<file path="config.mk">
export PLATFORM = sky130hd
export DESIGN_NAME = mux_rr_arbiter_4x1
export DESIGN_NICKNAME = d
export VERILOG_FILES = /design/src/rtl/mux_rr_arbiter_4x1.sv
export SDC_FILE = /design/constraint.sdc
export NUM_CORES = 1
export LEC_CHECK = 0
export ABC_AREA = 1
export CAP_MARGIN = 20
export CORE_MARGIN = 2
export CORE_UTILIZATION = 35
export CTS_BUF_LIST = sky130_fd_sc_hd__clkbuf_16
export DETAILED_ROUTE_END_ITERATION = 7
export MAX_ROUTING_LAYER = met4
export PLACE_DENSITY = 0.74
export SLEW_MARGIN = 20
export SYNTH_ARGS = -nofsm -noshare
export SYNTH_HDL_FRONTEND = slang
export SYNTH_SLANG_ARGS = --single-unit
</file>
<file path="constraint.sdc">
create_clock -name clk -period 6.1 [get_ports clk]
set_input_delay 0.61 -clock clk [delete_from_list [all_inputs] [get_ports clk]]
set_output_delay 0.61 -clock clk [all_outputs]
set_load 0.005 [all_outputs]
</file>
<file path="src/rtl/mux_rr_arbiter_4x1.sv">
// mux_rr_arbiter_4x1: round-robin owner selection for a shared 4:1 word path.
// One requester owns the path at a time; each beat registers the owner's word
// with a one-cycle valid strobe. The rotating pointer puts the previous owner
// last on every release.
// Optional feature: define MUX_ARB_BURST_LIMIT_EN to force a release after
// MAX_BURST beats. Without it, an owner keeps the path until it drops req.
module mux_rr_arbiter_4x1 #(
    parameter int N         = 3,
    parameter int MAX_BURST = 4
) (
    input  logic         clk,
    input  logic         rst,
    input  logic [3:0]   req,
    input  logic [N-1:0] w0,
    input  logic [N-1:0] w1,
    input  logic [N-1:0] w2,
    input  logic [N-1:0] w3,
    output logic [3:0]   gnt,
    output logic [1:0]   sel,
    output logic [N-1:0] f,
    output logic         f_valid
);

    typedef enum logic {
        S_IDLE  = 1'b0,
        S_GRANT = 1'b1
    } state_t;

    state_t       r_state;
    logic [1:0]   r_ptr;

    logic [N-1:0] w_word;
    logic         w_beat;
    logic         w_release;
    logic [1:0]   w_arb_base;
    logic         w_found;
    logic [1:0]   w_win;

    // Mux the current owner's word onto the shared path
    always_comb begin
        w_word = w0;
        case (sel)
            2'd0:    w_word = w0;
            2'd1:    w_word = w1;
            2'd2:    w_word = w2;
            default: w_word = w3;
        endcase
    end

    assign w_beat = (r_state == S_GRANT) && req[sel];

`ifdef MUX_ARB_BURST_LIMIT_EN
    localparam int CW = $clog2(MAX_BURST + 1);

    logic [CW-1:0] r_cnt;
    logic          w_last;

    // The beat that brings the count to MAX_BURST is the last one of the grant
    assign w_last    = w_beat && (r_cnt == CW'(MAX_BURST - 1));
    assign w_release = (r_state == S_GRANT) && (!req[sel] || w_last);
`else
    logic w_unused_cfg;

    // No burst limit: the owner keeps the path until it drops its request
    assign w_release    = (r_state == S_GRANT) && !req[sel];
    assign w_unused_cfg = ^MAX_BURST;
`endif

    // On release the search starts just past the old owner, so it ends up last
    assign w_arb_base = (r_state == S_IDLE) ? r_ptr : (sel + 2'd1);

    // First requester in search order starting at w_arb_base
    always_comb begin
        logic [1:0] v_idx;
        w_found = 1'b0;
        w_win   = w_arb_base;
        v_idx   = w_arb_base;
        for (int k = 3; k >= 0; k--) begin
            v_idx = w_arb_base + 2'(k);
            if (req[v_idx]) begin
                w_found = 1'b1;
                w_win   = v_idx;
            end
        end
    end

    // Owner FSM with registered grant, select and data outputs
    always_ff @(posedge clk) begin
        if (rst) begin
            r_state <= S_IDLE;
            r_ptr   <= 2'd0;
            gnt     <= 4'b0000;
            sel     <= 2'd0;
            f       <= '0;
            f_valid <= 1'b0;
`ifdef MUX_ARB_BURST_LIMIT_EN
            r_cnt   <= '0;
`endif
        end else begin
            f_valid <= w_beat;
            if (w_beat) begin
                f <= w_word;
            end
`ifdef MUX_ARB_BURST_LIMIT_EN
            // Saturating beat count; a new grant below clears it
            if (w_beat && (r_cnt != CW'(MAX_BURST))) begin
                r_cnt <= r_cnt + 1'b1;
            end
`endif
            case (r_state)
                S_IDLE: begin
                    if (w_found) begin
                        gnt     <= 4'b0001 << w_win;
                        sel     <= w_win;
                        r_state <= S_GRANT;
`ifdef MUX_ARB_BURST_LIMIT_EN
                        r_cnt   <= '0;
`endif
                    end
                end
                S_GRANT: begin
                    if (w_release) begin
                        r_ptr <= sel + 2'd1;
                        if (w_found) begin
                            // Direct handover, no idle cycle in between
                            gnt   <= 4'b0001 << w_win;
                            sel   <= w_win;
`ifdef MUX_ARB_BURST_LIMIT_EN
                            r_cnt <= '0;
`endif
                        end else begin
                            gnt     <= 4'b0000;
                            r_state <= S_IDLE;
                        end
                    end
                end
                default: r_state <= S_IDLE;
            endcase
        end
    end

endmodule

</file>
* Word-level counts from Yosys, hierarchy flattened *
Index checks and enable logic that the tools add are counted.

storage, ports and cells
  flip-flop bits (word level) = 13
  bits of input ports = 18

operators by class
  multiplexer cells = 30
  add/sub/neg operators = 4
  reduce and logical (&&, ||, !) cells = 6
  magnitude comparators = 5
  bitwise gates (word level) = 1
  equality and inequality tests = 4
  shift-type cells = 1

operators with widths
  kind                 count
  $lt 2x3->1 const B   5
  $mux 2               7
  $mux 4               3
  $mux 1               11
  $bmux 1 s2           5
  $pmux 3 s3           1
  $pmux 4 s2           1
  $add 2x1->2 const B  2
  $add 2x2->2 const B  2
  $pmux 2 s2           1
  $reduce_and 2->1     2
  $shl 1x2->4 const A  1
  $eq 2x1->1 const B   1
  $eq 2x2->1 const B   1
  $logic_and 1x1->1    2
  $logic_not 2->1      1
  $ne 2x1->1 const B   1
  $ne 2x2->1 const B   1
  $pmux 1 s2           1
  $logic_not 1->1      1
  $not 1->1            1

* Longest topological paths before layout *
Gate-level depths: netlist of the first run.

  word-level depth = 13
  gate-level depth with buffers = 18
  depth with buffers taken out = 18

* Worst setup path before layout of the first run *
Ideal clock, no wire load.

  path type = register -> register
  start point = register sel[0]
  end point = register gnt[1]
  arrival = 1963 ps
  setup time = 71 ps
  setup slack = 4067 ps
  cell stages (with the launch flop) = 18
  cell sequence = dfxtp_1 -> inv_1 -> ha_1 -> inv_1 -> nand2_1 -> nand2_2 -> nand2_1 -> nand2_1 -> nand2_1 -> nand2_2 -> inv_1 -> nand2_1 -> nand2_1 -> nand2_1 -> nand2_1 -> nor2_1 -> nand3_1 -> a21oi_1

on the way
  cells in the longest elaborated chain, start to end = 13
  elaborated cells on any way between the ends = 33
  those cells by class = 4 x add/sub; 2 x eq/ne; 1 x shift; 23 x mux; 3 x reduce/logical

RTL lines
  what                          line      source
  start: declaration            19        output logic [1:0] sel,
  start signal: assignment      114       sel <= w_win;
  start signal: assignment      127       sel <= w_win;
  $add 2x1->2                   70        assign w_arb_base = (r_state == S_IDLE) ? r_ptr : (sel + 2'd1);
  $mux 2                        70
  $add 2x2->2                   79        v_idx = w_arb_base + 2'(k);
  $bmux 1 s2                    80        if (req[v_idx]) begin
  $mux 1 (implied by the code)  80
  $mux 2 (4 in series)          80
  $shl 1x2->4                   113, 126
  $mux 4                        124       if (w_found) begin
  $mux 4                        122       if (w_release) begin
  $pmux 4 s2                    110       case (r_state)
  end signal: assignment        113       gnt <= 4'b0001 << w_win;
  end signal: assignment        126       gnt <= 4'b0001 << w_win;
  end: declaration              18        output logic [3:0] gnt,

Several ways; a longest one is shown, not always the timed one. The select of a mux whose other input is x is not followed.
A chain may end at the register's enable or synchronous reset.

* Worst setup path after layout of the first run *
  start point = register sel[0]
  end point = register gnt[3]

Same word-level chain as after synthesis.

==> metrics, run 1 <==
Max Root-Sink Buffers=2; critical path class=flip-flop to flip-flop; Die W=57.3 um; Slew Limit Fails=0; final core area utilization=0.504; Pleak=0.652 nW; WP data arrival=2500 ps; HPWL Detailed=1870 um; Pre-antenna DRT Iters=4; pwr/cell area=532 mW/mm2; first-pass GRT wire length=4230 um; Mapped Area=993 um2; CORE AREA=0.00273 mm2; Min-Delay Path Class=flip-flop to flip-flop; PnR Total Power=0.733 mW; post-synthesis simple-gate area fraction=0.480; Syn-to-layout area delta=38.7%; Reg clk slew, reported paths=50 ps; post-CTS setup repair buffer count=0; Die H=57.3 um; WP buf/inv=3; initial antenna violation count=0; post-synthesis register bit count=13; hold_buf cts=0; grt total ovfl=0; initial core utilization=0.363; antenna diode count=0; period utilization=0.384; syn_area_per_cell=5.95 um2; CP delay by family, top=simple AND/OR/NAND/NOR gates; worst r2r path cells=17; Final TNS setup=0 ps; row cnt=19; largest net degree at the start of global routing=13; WHS Path Cells=2; die area=0.00328 mm2; routed via count=1092; Seq. cell area=260 um2; Final Critical Period=2340 ps; Final Non-Filler Cells=228; CTS buffer count=3; Post-Syn Instances=167; MaxCap Viol Count=0; drt total wl=2370 um; most common cell after layout, fill and taps aside=nand2_1; RSZ-0062 raised after global routing=false; synthesized-area fraction occupied by adder cells=0.0504; clock root cell=clkbuf_16; Synth Area in Compound Gates=0.132; most frequent cells in the layout=nand2_1, clkdlybuf4s50_1, inv_1; H-Tree Depth=1; CP max stage cell=dfxtp_1; share of layout cells above drive strength 1=0.102; Worst slew margin=0.684; Setup crit start kind=flip-flop; critical path fanouts, max=10; Max Fclk=0.427 GHz; cts repair resizes=0; status=completed; multi-input logic area=658 um2; final estimated routing congestion in global placement=0.848; worst slew pin tran=473 ps; most frequent CP cell=nand2_1; gr usage total=0.163; Crit path depth=17; largest family of logic cells by synthesized area=simple AND/OR/NAND/NOR gates; Synth Area in XOR/XNOR=0; Inst Count DP=224; number of port buffers=27; Worst EP required=6260 ps; Seq/Total Area, Yosys=0.262; drt wl/cell=10.4 um; fill count=263; number of clock sinks=13; number of routed nets with antenna violations=0; slowest stage delay, CP=510 ps; syn_nets=189; Worst Setup End Kind=flip-flop; Synth cell types=17; Yosys Warn Count=0; Nets=220; Final setup viols=0; 1st-iter DRT viols=42; Fin. Hold Viols=0; worst path cell trace=inv_1 > ha_1 > inv_1 > nand2_1 > nand2_2 > nand2_1 > nand2_1 > nand2_1 > nand2_2 > inv_1 > nand2_1 > nand2_1 > nand2_1 > nand2_1 > nor2_1 > nand3_1 > a21oi_1; mux contribution to synthesized area=0; number of global-route vias before repair=1050; vias per cell=4.79; Layout Skew=5.48 ps; maximum VDD drop=0.312 mV; I/O pin count=28; drt drc=0; Clock Latency Late Sink=240 ps; CTS tree=done
-- per-layer routing --
layer,up-vias,GRT usage,share of wire
li1,592,-,-
met1,480,0.200,0.47
met2,20,0.284,0.49
met3,0,0.0204,0.041
met4,0,0.0399,0
met5,-,-,0
-- cells in the mapped netlist --
cell | instances | share of area
inv_1 | 17 | 0.064
dfxtp_1 | 13 | 0.26
nand3b_1 | 2 | 0.015
inv_2 | 2 | 0.0076
a21oi_2 | 1 | 0.0088
nand2_1 | 57 | 0.22
nand3_2 | 1 | 0.010
nand3_1 | 17 | 0.086
nand2_2 | 10 | 0.063
a21oi_1 | 12 | 0.060
clkbuf_1 | 1 | 0.0038
nor2_4 | 1 | 0.011
nand2_4 | 2 | 0.023
a211oi_1 | 1 | 0.0076
o21ai_0 | 11 | 0.055
nor2_1 | 15 | 0.057
ha_1 | 4 | 0.050
-- sequential cells by signal, summed over array words and instances (netlist names) --
| register | cells |
|---|---|
| gnt | 4 |
| sel | 2 |
| f | 3 |
| f_valid | 1 |
| r_ptr | 2 |
| r_state | 1 |
-- worst register-to-register path: cells and delay by family (launching register included) --
family | cells | cell delay, ps
simple gates | 12 | 990
flops | 1 | 510
fa+ha+maj | 1 | 330
buf+inv | 3 | 270
compound gates | 1 | 130
-- where the power goes --
part	internal (mW)	leakage [nW]	switching (mW)
logic	0.183	0.502	0.289
clock network	0.0863	0.0423	0.0340
registers	0.115	0.107	0.0263
-- cells by family (layout without fill, tap and decap cells) --
| family | count (synthesis) | count (layout) |
|---|---|---|
| AND/OR/NAND/NOR | 105 | 105 |
| adder cells (fa/ha/maj) | 4 | 4 |
| flip-flops | 13 | 13 |
| AO/OA/AOI/OAI | 25 | 25 |
| buffers and inverters | 20 | 50 |
-- cell type report --
class | count | area share
multi-input cells | 134 | 0.478
repair buffers | 27 | 0.196
flip-flops and latches | 13 | 0.189
clock buffers | 3 | 0.0545
inverters | 19 | 0.0518
well taps | 31 | 0.0282
clock inverters | 1 | 0.00272
-- final timing paths --
kind / from / endpoint / slack [ps]
max: sel[0] / gnt[3] / 3760
min: gnt[3] / gnt[3] / 470
max reg2reg: sel[0] / gnt[3] / 3760
min reg2reg: gnt[3] / gnt[3] / 470
-- metrics by stage --
step | setup slack [ps] | hold slack, ps | instance area (um2)
global route | 3410 | 486 | 1380
floorplan | 4070 | 460 | 993
CTS | 3750 | 472 | 1380
detailed placement | 3700 | 463 | 1300
global placement | 3760 | 468 | 1300
finish | 3760 | 470 | 1380
(Power assumes the default switching activity.)
==> inputs of run 2 (changes only) <==
--- a/config.mk
+++ b/config.mk
@@ -12,7 +12,7 @@
 export CTS_BUF_LIST = sky130_fd_sc_hd__clkbuf_16
 export DETAILED_ROUTE_END_ITERATION = 7
 export MAX_ROUTING_LAYER = met4
-export PLACE_DENSITY = 0.74
+export PLACE_DENSITY = 0.76
 export SLEW_MARGIN = 20
 export SYNTH_ARGS = -nofsm -noshare
 export SYNTH_HDL_FRONTEND = slang
==> constraint.sdc (replaced) <==
create_clock -name clk -period 1.95 [get_ports clk]
set_input_delay 0.195 -clock clk [delete_from_list [all_inputs] [get_ports clk]]
set_output_delay 0.195 -clock clk [all_outputs]
set_load 0.005 [all_outputs]
==> run 2 against run 1 <==
Compared with the run above:
- the flow now finishes with violations (negative setup slack)
- combinational power rose to 4.6 times the previous value
- final cell count is 5.3% higher
- clock skew down 3.9 ps
- sequential share of layout area is 2.4 points lower
- critical path depth stayed put
- non-clock buffer count is 12 higher
- clock-buffer cell count unchanged
- register-to-register slack worse by 3800 ps
- first-iteration DRC count increased by 19%
- total power increased to 4.1 times the previous value
==> metrics, run 2 (synthesized netlist as in run 1, its figures left out) <==
critical path fanouts, max=5 (-5); Worst EP required=2060 ps (-4200 ps); routed via count=1194 (+9.3%); Fin. Hold Viols=0 (unchanged); Final Non-Filler Cells=240 (+5.3%); met1 WL=1260 um (+13%); clock root cell=clkbuf_16; pwr/cell area=1870 mW/mm2 (+250%); Clock Latency Late Sink=240 ps (about the same); antenna diode count=0 (unchanged); Worst slew margin=0.700 (+0.0166); worst hold start=gnt[1]; met2 wire length=1520 um (+31%); Reg clk slew, reported paths=40 ps (about the same); PnR Total Power=2.98 mW (+310%); Setup Slack @ Placement=-15.0 ps (-3710 ps); drt drc=0 (unchanged); number of port buffers=27 (unchanged); share of layout cells above drive strength 1=0.292 (+0.190); I/O pin count=28 (unchanged); Top Registers=gnt: 4 flops, f: 3 flops; gr usage total=0.160 (-0.00314); Internal=1.53 mW (+300%); Pre-antenna DRT Iters=4 (unchanged); R2R Setup Slk=-20 ps (-3780 ps); fill count=242 (-8.0%); first-pass GRT wire length=4080 um (-3.4%); H-Tree Depth=1 (unchanged); worst r2r path cells=17 (unchanged); routed wl met3=138 um (+42%); CP max stage cell=dfxtp_2; initial antenna violation count=0 (unchanged); Final TNS setup=-39.0 ps (-39.0 ps); final core area utilization=0.584 (+0.0801); slowest stage delay, CP=330 ps (-180 ps); WHS=471 ps (+0.454 ps); most frequent cells in the layout=nand2_1, clkdlybuf4s50_1, nand2_2; drt wl/cell=12.4 um (+19%); Syn-to-layout area delta=60.7%; Biggest register=gnt; initial core utilization=0.363 (unchanged); Pleak=0.733 nW (+12%); status=finished with violations; Comb power frac=0.728 (+0.085); period utilization=1.01 (+0.628); sw frac=0.486 (+0.00987); NetSw=1.45 mW (+310%); Setup crit start kind=flip-flop; Die W=57.3 um (unchanged); number of global-route vias before repair=1019 (-3.0%); Max Root-Sink Buffers=2 (unchanged); CORE AREA=0.00273 mm2 (unchanged); hold worst-path end=gnt[1]; Worst Setup End Kind=flip-flop; RR Endpoint=gnt[0]; HPWL Detailed=1860 um (-0.64%); CTS tree=done; maximum VDD drop=0.975 mV (+210%); most common cell after layout, fill and taps aside=nand2_1; Final setup viols=2 (+2); highest routed layer=met4; final worst slack=-23.6 ps (-3780 ps); number of routed nets with antenna violations=0 (unchanged); Slew Limit Fails=0 (unchanged); Inst Count DP=229 (+2.2%); fin area=0.00160 mm2 (+16%); drt total wl=2980 um (+26%); Final Critical Period=1970 ps (-368 ps); Post-DP Area=0.00134 mm2 (+3.0%); Reg power frac=0.144 (-0.049); Die H=57.3 um (unchanged); most frequent CP cell=nand2_2; number of clock sinks=13 (unchanged); WP data arrival=2090 ps (-410 ps); max FFs per register=4 (unchanged); critical path class=flip-flop to flip-flop; Layout Skew=1.56 ps (-3.92 ps); Critical R2R Launch=sel[1]; CTS buffer count=3 (unchanged); WHS Path Cells=2 (unchanged); Max Fclk=0.507 GHz (+19%); RSZ-0062 raised after global routing=true; 1st-iter DRT viols=50 (+19%); vias per cell=4.98 (+3.9%); row cnt=19 (unchanged); failing checks=negative setup slack; grt total ovfl=0 (unchanged); die area=0.00328 mm2 (unchanged); Clk pwr share=0.128 (-0.036); MaxCap Viol Count=0 (unchanged); Nets=232 (+5.5%); hold_buf cts=0 (unchanged); Min-Delay Path Class=flip-flop to flip-flop; worst path cell trace=inv_2 > ha_4 > inv_2 > nand2_2 > nand2_4 > nand2_2 > nand2_2 > nand2_2 > nand2_4 > a21oi_4 > nand3_2 > nand2_4 > inv_4 > nand2_2 > nor2_1 > nor2_1 > nor2_1; largest net degree at the start of global routing=13 (unchanged); worst slew pin tran=448 ps (-24.9 ps); final estimated routing congestion in global placement=0.838 (-1.1%)
run 2: changes by cell type in the layout (fill, tap and decap cells not counted), sizes merged:
cell  previous run  this run
buf              0        12
run 2: power by group through the flow:
stage / clock network, mW / registers, mW / logic, mW
final: 0.382 / 0.428 / 2.17
after global routing: 0.392 / 0.439 / 2.39
after CTS: 0.381 / 0.416 / 1.61
after floorplan: 0 / 0.437 / 1.10
after detailed placement: 0 / 0.420 / 1.56
after global placement: 0 / 0.418 / 1.56
run 2: how the worst max path moves through the flow:
stage	end	cells past startpoint	slack, ps	start
2_1_floorplan	gnt[1]	17	30	sel[0]
3_3_place_gp	gnt[3]	17	20	sel[0]
3_5_place_dp	gnt[3]	17	-10	sel[1]
4_1_cts	gnt[1]	17	10	sel[1]
5_1_grt	gnt[3]	15	-160	sel[0]
6_report	gnt[0]	17	-20	sel[1]
run 2: area by class of cell:
type                            instances  area, um2  share of cell area
Clock buffer                            3       75.1              0.0470
Inverter                               19       76.3              0.0478
Tap cell                               31       38.8              0.0243
Multi-Input combinational cell        134        778               0.487
Sequential cell                        13        264               0.165
Clock inverter                          1       3.75             0.00235
Timing Repair Buffer                   39        360               0.226
run 2: worst max-delay path: cells and delay by family, from the launching register on:
family	cells	cell delay (ps)
buffers and inverters	3	130
flip-flops	1	330
adder cells (fa/ha/maj)	1	270
AND/OR/NAND/NOR	12	940
AO/OA/AOI/OAI	1	160
run 2: timing repair:
action,CTS,global route
endpoints found under the setup margin,2,6
gates cloned,0,0
resized for setup,2,37
pin swaps,2,18
buffers inserted,1,6
run 2: metal layers:
layer / up-vias / GRT usage
li1: 617 / -
met1: 531 / 0.184
met2: 40 / 0.282
met3: 6 / 0.0181
met4: 0 / 0.0631
met5: - / -
==> inputs of run 3 (changes only) <==
--- a/config.mk
+++ b/config.mk
@@ -7,6 +7,7 @@
 export LEC_CHECK = 0
 export ABC_AREA = 1
 export CAP_MARGIN = 20
+export CORE_ASPECT_RATIO = 0.7
 export CORE_MARGIN = 2
 export CORE_UTILIZATION = 35
 export CTS_BUF_LIST = sky130_fd_sc_hd__clkbuf_16
==> run 3 against run 2 <==
Compared with the run above:
- the run now ends clean
- clock power decreased by 2%
- hold slack got worse by 1.0 ps
- core utilization decreased by 1.7 points
- first-iteration DRC count increased by 24%
- largest cell class unchanged
- combinational power decreased by 6%
- global-route usage increased by 0.78 points
==> metrics, run 3 (synthesized netlist as in run 1, its figures left out) <==
share of layout cells above drive strength 1=0.256 (-0.0358); Clock Latency Late Sink=240 ps (about the same); Top Registers=gnt: 4 flops, f: 3 flops; period utilization=1.00 (-0.0125); worst slew pin tran=499 ps (+51.3 ps); grt total ovfl=0 (unchanged); HPWL Detailed=1860 um (about the same); PnR Total Power=2.84 mW (-4.7%); Die H=48.6 um (-15%); number of clock sinks=13 (unchanged); RSZ-0062 raised after global routing=true; Final setup viols=0 (-2); Syn-to-layout area delta=56.4%; Setup Slack @ Placement=-47.0 ps (-32.1 ps); H-Tree Depth=1 (unchanged); row cnt=16 (-3); pwr/cell area=1830 mW/mm2 (-2.1%); Layout Skew=2.33 ps (+0.766 ps); largest net degree at the start of global routing=13 (unchanged); Final Critical Period=1950 ps (-24.3 ps); drt drc=0 (unchanged); Setup crit start kind=flip-flop; first-pass GRT wire length=4150 um (+1.5%); initial core utilization=0.362 (-0.00116); Max Root-Sink Buffers=2 (unchanged); clock root cell=clkbuf_16; critical path fanouts, max=5 (unchanged); max FFs per register=4 (unchanged); CP max stage cell=dfxtp_2; most common cell after layout, fill and taps aside=nand2_1; critical path class=flip-flop to flip-flop; Pleak=0.719 nW (-2.0%); WP data arrival=2090 ps (about the same); Nets=230 (-0.86%); Worst EP required=2100 ps (+40 ps); 1st-iter DRT viols=62 (+24%); CTS buffer count=3 (unchanged); Die W=67.7 um (+18%); number of port buffers=27 (unchanged); slowest stage delay, CP=330 ps (about the same); Slew Limit Fails=0 (unchanged); worst path cell trace=inv_2 > ha_4 > inv_2 > nand2_2 > nand2_4 > nand2_1 > nand2_1 > nand2_1 > nand2_2 > nor2_4 > buf_4 > nand2_1 > nand2_2 > a21oi_1 > a211oi_2; final worst slack=0.667 ps (+24.3 ps); vias per cell=4.75 (-4.5%); drt wl/cell=11.7 um (-5.9%); Max Fclk=0.513 GHz (+1.2%); MaxCap Viol Count=0 (unchanged); Min-Delay Path Class=flip-flop to flip-flop; I/O pin count=28 (unchanged); routed via count=1154 (-3.4%); Reg clk slew, reported paths=40 ps (about the same); final estimated routing congestion in global placement=0.859 (+2.5%); number of global-route vias before repair=947 (-7.1%); CORE AREA=0.00274 mm2 (+0.32%); fill count=262 (+8.3%); antenna diode count=0 (unchanged); maximum VDD drop=0.769 mV (-21%); status=completed; Fin. Hold Viols=0 (unchanged); most frequent CP cell=nand2_1; drt total wl=2840 um (-4.7%); initial antenna violation count=0 (unchanged); Worst Setup End Kind=flip-flop; die area=0.00329 mm2 (+0.22%); number of routed nets with antenna violations=0 (unchanged); Pre-antenna DRT Iters=4 (unchanged); Worst slew margin=0.666 (-0.0343); most frequent cells in the layout=nand2_1, clkdlybuf4s50_1, inv_1, nand2_2, nand3_1; CTS tree=done; Biggest register=gnt; gr usage total=0.168 (+0.00784)
==> run 3: cell count changes in the layout (fill, tap and decap cells not counted), sizes merged <==
cell	change
buf	-2
==> run 3: area by class of cell <==
| type | instances | area, um2 | area share |
|---|---|---|---|
| Multi-Input combinational cell | 134 | 747 | 0.481 |
| Timing Repair Buffer | 37 | 345 | 0.222 |
| Sequential cell | 13 | 264 | 0.170 |
| Clock buffer | 3 | 75.1 | 0.0483 |
| Inverter | 19 | 73.8 | 0.0475 |
| Tap cell | 36 | 45.0 | 0.0290 |
| Clock inverter | 1 | 3.75 | 0.00242 |
==> run 3: report_power, final <==
group / leakage (nW) / total [mW] / switching, mW / internal, mW
Clock: 0.0423 / 0.376 / 0.106 / 0.270
Sequential: 0.108 / 0.427 / 0.0619 / 0.365
Combinational: 0.568 / 2.03 / 1.20 / 0.836
Total: 0.719 / 2.84 / 1.37 / 1.47
==> run 3: metrics by stage <==
step	area, um2	setup TNS, ps	cells	utilization	hold slack (ps)
finish	1550	0	243	0.567	470
floorplan	995	0	167	-	351
CTS	1450	0	240	0.527	473
global route	1550	-680	243	0.567	505
detailed placement	1340	-89.0	234	0.490	461
global placement	1340	-36.1	234	0.490	477
==> run 3: final timing paths <==
path,end,startpoint,cells after the start,slack (ps)
max reg2reg,sel[0],sel[1],15,0.7
min reg2reg,gnt[3],gnt[3],2,470
max,sel[0],sel[1],15,0.7
min,gnt[3],gnt[3],2,470
==> run 3: per-layer routing <==
metal | share of wire | track usage
met1 | 0.46 | 0.239
met2 | 0.45 | 0.242
met3 | 0.082 | 0.0558
met4 | 0.010 | 0.0102
met5 | 0 | -
==> run 3: timing repair <==
item | CTS | global route
buffers inserted | 2 | 3
pin swaps | 3 | 18
resized for setup | 3 | 26
hold buffers | 0 | 0
setup endpoints to repair | 4 | 6
endpoints found under the hold margin | 0 | 0
==> run 3: worst max-delay path, delay by kind of cell, from the launching register on <==
kind	cells	cell delay, ps
and+or+nand+nor	9	780
buffers and inverters	3	230
DFF	1	330
adders and majority gates	1	260
AOI/OAI and AO/OA	2	270
